===== src/rtl/wb_trigger_multi.sv =====
// wb_trigger_multi
//   Multi-channel periodic trigger generator with a Wishbone slave port.
//   Each channel produces a pulse train: high for WIDTH out of every PERIOD
//   cycles, optionally stopping after one period (one-shot).
//
// Parameters
//   NCH    number of trigger channels (1..8)
//   CNT_W  width of the period/width counters (2..32)
//
// Ports
//   clk        single rising-edge clock
//   reset      synchronous, active-high reset
//   wb_stb_i   Wishbone strobe
//   wb_cyc_i   Wishbone cycle
//   wb_we_i    Wishbone write enable
//   wb_ack_o   Wishbone acknowledge (one-cycle pulse)
//   wb_adr_i   Wishbone byte address (word index taken from bits [7:2])
//   wb_sel_i   Wishbone byte-lane selects
//   wb_dat_i   Wishbone write data
//   wb_dat_o   Wishbone read data, registered, valid while wb_ack_o is high
//   trig_o     per-channel trigger outputs, registered
//
// Register map (word index = wb_adr_i[7:2])
//   0x00 CTRL     [NCH-1:0] EN, [8+NCH-1:8] ONESHOT, [31] RESTART (write-only)
//   0x04 STATUS   [NCH-1:0] RUN, [8+NCH-1:8] DONE (write-1-to-clear)
//   0x10+8n PERIOD_n, 0x14+8n WIDTH_n (pending values)
module wb_trigger_multi #(
  parameter int NCH   = 4,
  parameter int CNT_W = 16
) (
  input  logic           clk,
  input  logic           reset,
  input  logic           wb_stb_i,
  input  logic           wb_cyc_i,
  input  logic           wb_we_i,
  output logic           wb_ack_o,
  input  logic [31:0]    wb_adr_i,
  input  logic [3:0]     wb_sel_i,
  input  logic [31:0]    wb_dat_i,
  output logic [31:0]    wb_dat_o,
  output logic [NCH-1:0] trig_o
);

  localparam logic [CNT_W-1:0] CNT_ONE = CNT_W'(1);

  logic [NCH-1:0]   en;
  logic [NCH-1:0]   oneshot;
  logic [NCH-1:0]   run;
  logic [NCH-1:0]   done;
  logic [CNT_W-1:0] pend_p [NCH];
  logic [CNT_W-1:0] pend_w [NCH];
  logic [CNT_W-1:0] act_p  [NCH];
  logic [CNT_W-1:0] act_w  [NCH];
  logic [CNT_W-1:0] cnt    [NCH];
  logic [CNT_W-1:0] cnt_next [NCH];

  logic           access;
  logic           req;
  logic           wr;
  logic [5:0]     widx;
  logic [31:0]    lane_mask;
  logic [31:0]    ctrl_rd;
  logic [31:0]    status_rd;
  logic [31:0]    rd_data;
  logic           ctrl_wr;
  logic           status_wr;
  logic           restart;
  logic [NCH-1:0] en_new;
  logic [NCH-1:0] os_new;
  logic [NCH-1:0] done_clr;
  logic [NCH-1:0] ch_start;
  logic [NCH-1:0] ch_stop;
  logic [NCH-1:0] ch_wrap;
  logic [NCH-1:0] ch_finish;
  logic           unused_adr;

  // Merge write data into a counter-width register honouring byte lanes;
  // lanes beyond CNT_W simply fall off in the truncation.
  function automatic logic [CNT_W-1:0] merge_cnt(input logic [CNT_W-1:0] old_val,
                                                 input logic [31:0]      wdat,
                                                 input logic [31:0]      mask);
    return CNT_W'((32'(old_val) & ~mask) | (wdat & mask));
  endfunction

  // Only the first access cycle (ack still low) is serviced, so a held
  // strobe yields ack on alternate cycles.
  assign access     = wb_stb_i & wb_cyc_i;
  assign req        = access & ~wb_ack_o;
  assign wr         = req & wb_we_i;
  assign widx       = wb_adr_i[7:2];
  assign unused_adr = ^{wb_adr_i[31:8], wb_adr_i[1:0]};

  assign ctrl_wr   = wr && (widx == 6'd0);
  assign status_wr = wr && (widx == 6'd1);
  assign restart   = ctrl_wr && wb_sel_i[3] && wb_dat_i[31];
  assign en_new    = wb_sel_i[0] ? wb_dat_i[NCH-1:0]  : en;
  assign os_new    = wb_sel_i[1] ? wb_dat_i[8 +: NCH] : oneshot;
  assign done_clr  = {NCH{status_wr & wb_sel_i[1]}} & wb_dat_i[8 +: NCH];

  // Byte-lane mask and read multiplexer for the register map
  always_comb begin
    lane_mask = '0;
    for (int i = 0; i < 4; i++) begin
      lane_mask[8*i +: 8] = {8{wb_sel_i[i]}};
    end
    ctrl_rd              = '0;
    ctrl_rd[NCH-1:0]     = en;
    ctrl_rd[8 +: NCH]    = oneshot;
    status_rd            = '0;
    status_rd[NCH-1:0]   = run;
    status_rd[8 +: NCH]  = done;
    rd_data = '0;
    if (widx == 6'd0) begin
      rd_data = ctrl_rd;
    end else if (widx == 6'd1) begin
      rd_data = status_rd;
    end else begin
      for (int n = 0; n < NCH; n++) begin
        if (widx == 6'(4 + 2*n)) rd_data = 32'(pend_p[n]);
        if (widx == 6'(5 + 2*n)) rd_data = 32'(pend_w[n]);
      end
    end
  end

  // Per-channel control events. A disable write beats everything, a start
  // beats a wrap, so one-shot completion only counts when neither happens.
  always_comb begin
    for (int n = 0; n < NCH; n++) begin
      ch_start[n]  = ctrl_wr && en_new[n] && (!en[n] || restart);
      ch_stop[n]   = ctrl_wr && !en_new[n];
      ch_wrap[n]   = run[n] && (act_p[n] != '0) && (cnt[n] == act_p[n] - CNT_ONE);
      cnt_next[n]  = ch_wrap[n] ? '0 : cnt[n] + CNT_ONE;
      ch_finish[n] = ch_wrap[n] && oneshot[n] && !ch_stop[n] && !ch_start[n];
    end
  end

  // Bus response, register writes and the channel counters. Active
  // PERIOD/WIDTH reload only at start and wrap so a mid-period write never
  // disturbs the period in progress.
  always_ff @(posedge clk) begin
    if (reset) begin
      wb_ack_o <= 1'b0;
      wb_dat_o <= '0;
      en       <= '0;
      oneshot  <= '0;
      run      <= '0;
      done     <= '0;
      trig_o   <= '0;
      for (int n = 0; n < NCH; n++) begin
        pend_p[n] <= '0;
        pend_w[n] <= '0;
        act_p[n]  <= '0;
        act_w[n]  <= '0;
        cnt[n]    <= '0;
      end
    end else begin
      wb_ack_o <= req;
      wb_dat_o <= req ? rd_data : '0;
      if (ctrl_wr) oneshot <= os_new;
      done <= (done & ~done_clr) | ch_finish;
      for (int n = 0; n < NCH; n++) begin
        if (wr && (widx == 6'(4 + 2*n))) pend_p[n] <= merge_cnt(pend_p[n], wb_dat_i, lane_mask);
        if (wr && (widx == 6'(5 + 2*n))) pend_w[n] <= merge_cnt(pend_w[n], wb_dat_i, lane_mask);
        if (ch_stop[n]) begin
          en[n]     <= 1'b0;
          run[n]    <= 1'b0;
          trig_o[n] <= 1'b0;
        end else if (ch_start[n]) begin
          en[n]     <= 1'b1;
          run[n]    <= 1'b1;
          cnt[n]    <= '0;
          act_p[n]  <= pend_p[n];
          act_w[n]  <= pend_w[n];
          trig_o[n] <= (pend_p[n] != '0) && (pend_w[n] != '0);
        end else if (ch_wrap[n]) begin
          cnt[n]   <= '0;
          act_p[n] <= pend_p[n];
          act_w[n] <= pend_w[n];
          if (oneshot[n]) begin
            en[n]     <= 1'b0;
            run[n]    <= 1'b0;
            trig_o[n] <= 1'b0;
          end else begin
            trig_o[n] <= (pend_p[n] != '0) && (pend_w[n] != '0);
          end
        end else if (run[n] && (act_p[n] != '0)) begin
          cnt[n]    <= cnt_next[n];
          trig_o[n] <= cnt_next[n] < act_w[n];
        end
      end
    end
  end

endmodule

===== config.mk =====
export PLATFORM = sky130hd
export DESIGN_NAME = wb_trigger_multi
export DESIGN_NICKNAME = d
export VERILOG_FILES = /design/src/rtl/wb_trigger_multi.sv
export SDC_FILE = /design/constraint.sdc
export NUM_CORES = 1
export LEC_CHECK = 0
export CORE_MARGIN = 8
export CORE_UTILIZATION = 60
export CTS_BUF_LIST = sky130_fd_sc_hd__clkbuf_8
export DETAILED_ROUTE_END_ITERATION = 10
export DONT_BUFFER_PORTS = 1
export PLACE_DENSITY = 0.86
export SLEW_MARGIN = 40
export SYNTH_ARGS = -nofsm -noshare
export SYNTH_HDL_FRONTEND = slang
export SYNTH_SLANG_ARGS = --single-unit

===== constraint.sdc =====
create_clock -name clk -period 5.1 [get_ports clk]
set_clock_uncertainty 0.05 [all_clocks]
set_input_delay 0.51 -clock clk [delete_from_list [all_inputs] [get_ports clk]]
set_output_delay 0.51 -clock clk [all_outputs]
set_load 0.02 [all_outputs]

==> parameters.txt <==
Parameter                              Value

Floorplan
  Die area ... between 40000 and 50000 sq um
  Die height ... approximately 200 um
  Standard cell core area ... 34460 sq um
  Effective utilization at floorplan ... between 60% and 70%
  Top-level I/O count ... between 100 and 150
  Die X-Extent ... slightly above 200 um
  Placement row count ... just under 70

Detailed routing
  Routed Antenna Nets ... 0
  Final routed wire length divided by cell count ... between 20 and 25 um
  Detailed Route Iter0 Violations ... approximately 2200
  Met2 Routed Length ... 26340 um
  Routed via count ... between 15000 and 20000
  Residual DRC count ... 0
  Post-Route WL ... roughly 55000 um
  Detailed-routing wirelength on met1 ... about 20000 um
  Length of the first detailed-routing pass in iterations ... 6
  Via count normalized by instance count ... between 6 and 7
  Met3 routed WL ... between 5000 and 6000 um
  Top layer reached by signal wires ... met4

CTS
  Post-CTS setup repair buffer count ... 0
  Clock transition at the register clock pins on the worst setup and hold paths after CTS ... roughly 0.06 ns
  Number of CTS-inserted buffers ... 56
  Clock Tree Root ... clkbuf_8
  CTS tree ... yes
  Later-pin clock latency in the skew report ... 0.63 ns
  Total number of clock tree sinks ... between 300 and 400
  CTS Buffer Depth ... 3
  H-tree lvl count ... 2

Timing
  Endpoints failing hold ... 0
  RSZ-0062 raised after global routing ... false
  Clock period minus final worst setup slack ... 4.656 ns
  Relative slew margins ... 46.12%
  # setup viols final ... 0
  Post-route setup TNS ... 0 ns
  Transition time of the tightest slew-check pin ... between 0.8 and 0.9 ns
  Achievable frequency ... between 200 and 250 MHz
  Hold slack ... about 0.033 ns
  Part of the cycle the worst path needs ... ~90%
  Number of max-slew violations in the final report ... 0

Placed design
  DP Wirelength ... roughly 40000 um
  Buffers on Ports ... 0
  Last weighted congestion value of the routability-driven placer ... between 0.9 and 1

Pwr
  Power per cell area ... about 280 nW/um^2
  Maximum VDD drop ... about 0.28 mV
  Post-layout total power ... 6260 uW
  Static power due to leakage ... between 0.008 and 0.009 uW

Synth
  Cell types occupying the most area after synthesis ... edfxtp_1 46%, ha_1 4.3%, a21oi_1 4.1%, dfxtp_1 3.2%, nand2_1 2.9%
  Number of synthesized register bits ... 353
  Synth async-reset ratio ... 0%
  Cell type contributing the most total cell area after synthesis ... edfxtp_1
  Fraction of the mapped netlist area in compound gates ... a little over a tenth
  Multiplexer fraction of the synthesized cell area ... slightly below 3%
  Avg Cell Area, Syn ... approximately 11 sq um
  Dominant combinational cell family by area after synthesis ... simple AND/OR/NAND/NOR gates
  Number of enable-type register cells in the synthesized netlist ... 320
  Gate Count Post-Synth ... roughly 2000
  Post-synthesis adder-cell area fraction ... under 10%
  Simple logic cell fraction of the synthesized area ... a little under a quarter
  Count of distinct cell types in the synthesized netlist ... 87
  Share of the synthesized netlist area taken by xor and xnor gates ... between 5 and 6%
  Post-synth top flop ... edfxtp_1
  Synth top area share ... a little under half
  Number of warning messages in the yosys log ... 0
  Sequential fraction of the synthesis area ... between 40% and 50%
  Synth Cell Area ... about 21000 sq um

Worst setup path
  Worst reg2reg setup slack ... 0.44 ns
  Cell depth of the worst setup path ... 16
  Critical path buffer and inverter count ... 2
  R2R depth ... 16
  Critical Path, Cell by Cell ... inv_1, ha_1, or4b_1, nor4_2, xnor2_1, or3b_1, nor4_2, and2_1, buf_4, nor2_1, ha_1, a21o_1, a21o_1, a21oi_1, o21ai_0, o32ai_2
  Worst Path Max Fanout ... 27
  R2r startpoint ... act_p[2][0]
  Reg2reg end ... trig_o[2]
  Worst Setup EP ... trig_o[2]
  CP Launch Type ... flop
  Timing startpoint of the critical path ... act_p[2][0]
  Critical Path RT ... between 5 and 6 ns
  Data arrival time of the worst path ... 5.11 ns
  Critical Path Max Stage Delay ... 0.60 ns
  Category of the critical setup timing path ... reg2reg
  CP delay by family, top ... simple AND/OR/NAND/NOR gates
  Element type at the critical path end ... flop
  Critical Path Slowest Stage Cell ... or4b_1

Run
  Max-cap violations ... 0

GRT
  Global-route usage over all layers ... between 20% and 30%
  Vias in the first global route ... 15900
  Pin count of the biggest net entering global routing ... 77
  First-pass GRT wire length ... approximately 87000 um
  Total global routing overflow ... 0
  Antenna violations before repair ... 1

Run status
  Result of the run ... complete, no violations

Layout
  Ratio of cells with drive above 1 in the final layout ... a little over a tenth
  Area Growth Syn to Fin ... 7.404%
  Net count of the finished layout ... between 2000 and 2500

Worst hold path
  Worst hold-check path type ... in2reg
==> kinds of logic (layout without fill, tap and decap cells) <==
family / Yosys count / count (layout)
adders and majority gates: 72 / 72
other: 1 / 17
AOI/OAI and AO/OA: 351 / 351
and+or+nand+nor: 846 / 846
xor gates and xnor gates: 131 / 131
muxes: 35 / 35
buffers and inverters: 198 / 233
DFF: 353 / 353
==> cell type report <==
| cell class | instances | area (sq um) |
|---|---|---|
| Inverter | 93 | 349.1 |
| Fill cell | 2557 | 11950 |
| Clock buffer | 64 | 880.8 |
| Antenna cell | 1 | 2.502 |
| Clock inverter | 40 | 226.5 |
| Tap cell | 455 | 569.3 |
| Multi-Input combinational cell | 1451 | 9893 |
| Sequential cell | 353 | 10270 |
| Timing Repair Buffer | 36 | 315.3 |
==> worst reg2reg max path, delay by kind of cell (launching register included) <==
family | cells | cell delay [ns]
simple gates | 6 | 2.03
compound gates | 5 | 0.94
fa+ha+maj | 2 | 0.54
buf+inv | 2 | 0.48
flops | 1 | 0.43
xor+xnor | 1 | 0.12
==> how the worst min path moves through the flow <==
stage,startpoint,slack [ns],to,depth (start not counted)
CTS,wb_dat_i[11],0.006,done[3],3
global placement,done[3],0.42,done[3],2
finish,wb_dat_i[11],0.03,done[3],3
global route,wb_dat_i[11],0.04,done[3],3
floorplan,done[3],0.39,done[3],2
detailed placement,done[3],0.42,done[3],2
==> metrics by stage <==
| stage | utilization, % | setup slack [ns] | std cells | area (sq um) |
|---|---|---|---|---|
| 6_report | 65.32 | 0.4443 | 2493 | 22510 |
| 5_1_grt | 65.32 | 0.04140 | 2493 | 22510 |
| 4_1_cts | 65.12 | 0.3540 | 2491 | 22440 |
| 3_5_place_dp | 61.67 | 0.4115 | 2379 | 21250 |
| 3_3_place_gp | 61.67 | 0.5498 | 2379 | 21250 |
| 2_1_floorplan | - | 0.3278 | 2002 | 21010 |
==> sequential cells by signal, indices dropped and copies added, names as in the netlist <==
signal    count
wb_dat_o     16
act_w        64
trig_o        4
cnt          64
pend_w       64
done          4
run           3
pend_p       64
oneshot       4
wb_ack_o      1
act_p        64
en            1
==> power breakdown <==
group / leakage (uW) / switching [uW] / internal (uW)
clock network: 0.000650 / 1160 / 1250
logic: 0.00389 / 299 / 195
registers: 0.00357 / 119 / 3240
total: 0.00811 / 1580 / 4680
==> cells in the final DEF, fill, tap and decap left out, drive strengths merged, types with 8 or more instances in the layout <==
cell and n:
inv 114, clkbuf 64, or4 12, and3 14, nand3b 10, a21o 23, a22oi 20, a211oi 10
conb 16, mux2 8, nand3 44, clkinv 16, or3 12, nor3 89, nor4b 8, ha 72
or2 8, xor2 63, a31oi 12, o21ai 26, dlygate4sd3 8, a21oi 172, nor2 150, nor4 54
xnor2 67, nand2b 79, edfxtp 320, and2 44, nand2 162, nor2b 105, nand4 30, a221oi 12
dfxtp 33, mux4 20, buf 28
==> per-layer routing <==
metal  GRT usage [%]  vias up
met2           43.31      979
met4           15.07        0
met3           6.280      232
met1           31.52     7624
li1                -     7262
met5               0        -
==> timing repair <==
item                                    4_1_cts  5_1_grt
gates resized for setup                       0        6
endpoints found under the setup margin        0        1
hold endpoints to repair                      5        0
hold buffers                                  8        0
==> cell usage after synthesis (9+ instances only) <==
| cell type | n |
|---|---|
| nor2b_1 | 75 |
| a21oi_1 | 172 |
| xnor2_1 | 67 |
| a211oi_1 | 9 |
| nand4_1 | 30 |
| inv_1 | 93 |
| or3_1 | 12 |
| nor2_1 | 150 |
| a22oi_1 | 19 |
| nand2_1 | 162 |
| a21o_1 | 23 |
| xor2_1 | 63 |
| o21ai_0 | 25 |
| a221oi_1 | 12 |
| ha_1 | 72 |
| dfxtp_1 | 33 |
| clkbuf_1 | 58 |
| edfxtp_1 | 320 |
| nor4_1 | 45 |
| and2_1 | 44 |
| a31oi_1 | 12 |
| and3_1 | 14 |
| or4_1 | 10 |
| mux4_2 | 20 |
| nor3_1 | 81 |
| nand3_1 | 43 |
| buf_2 | 13 |
| nand2b_1 | 79 |
| nor2b_4 | 30 |
| buf_4 | 20 |
Note: power is estimated with default switching activity, not from simulation.
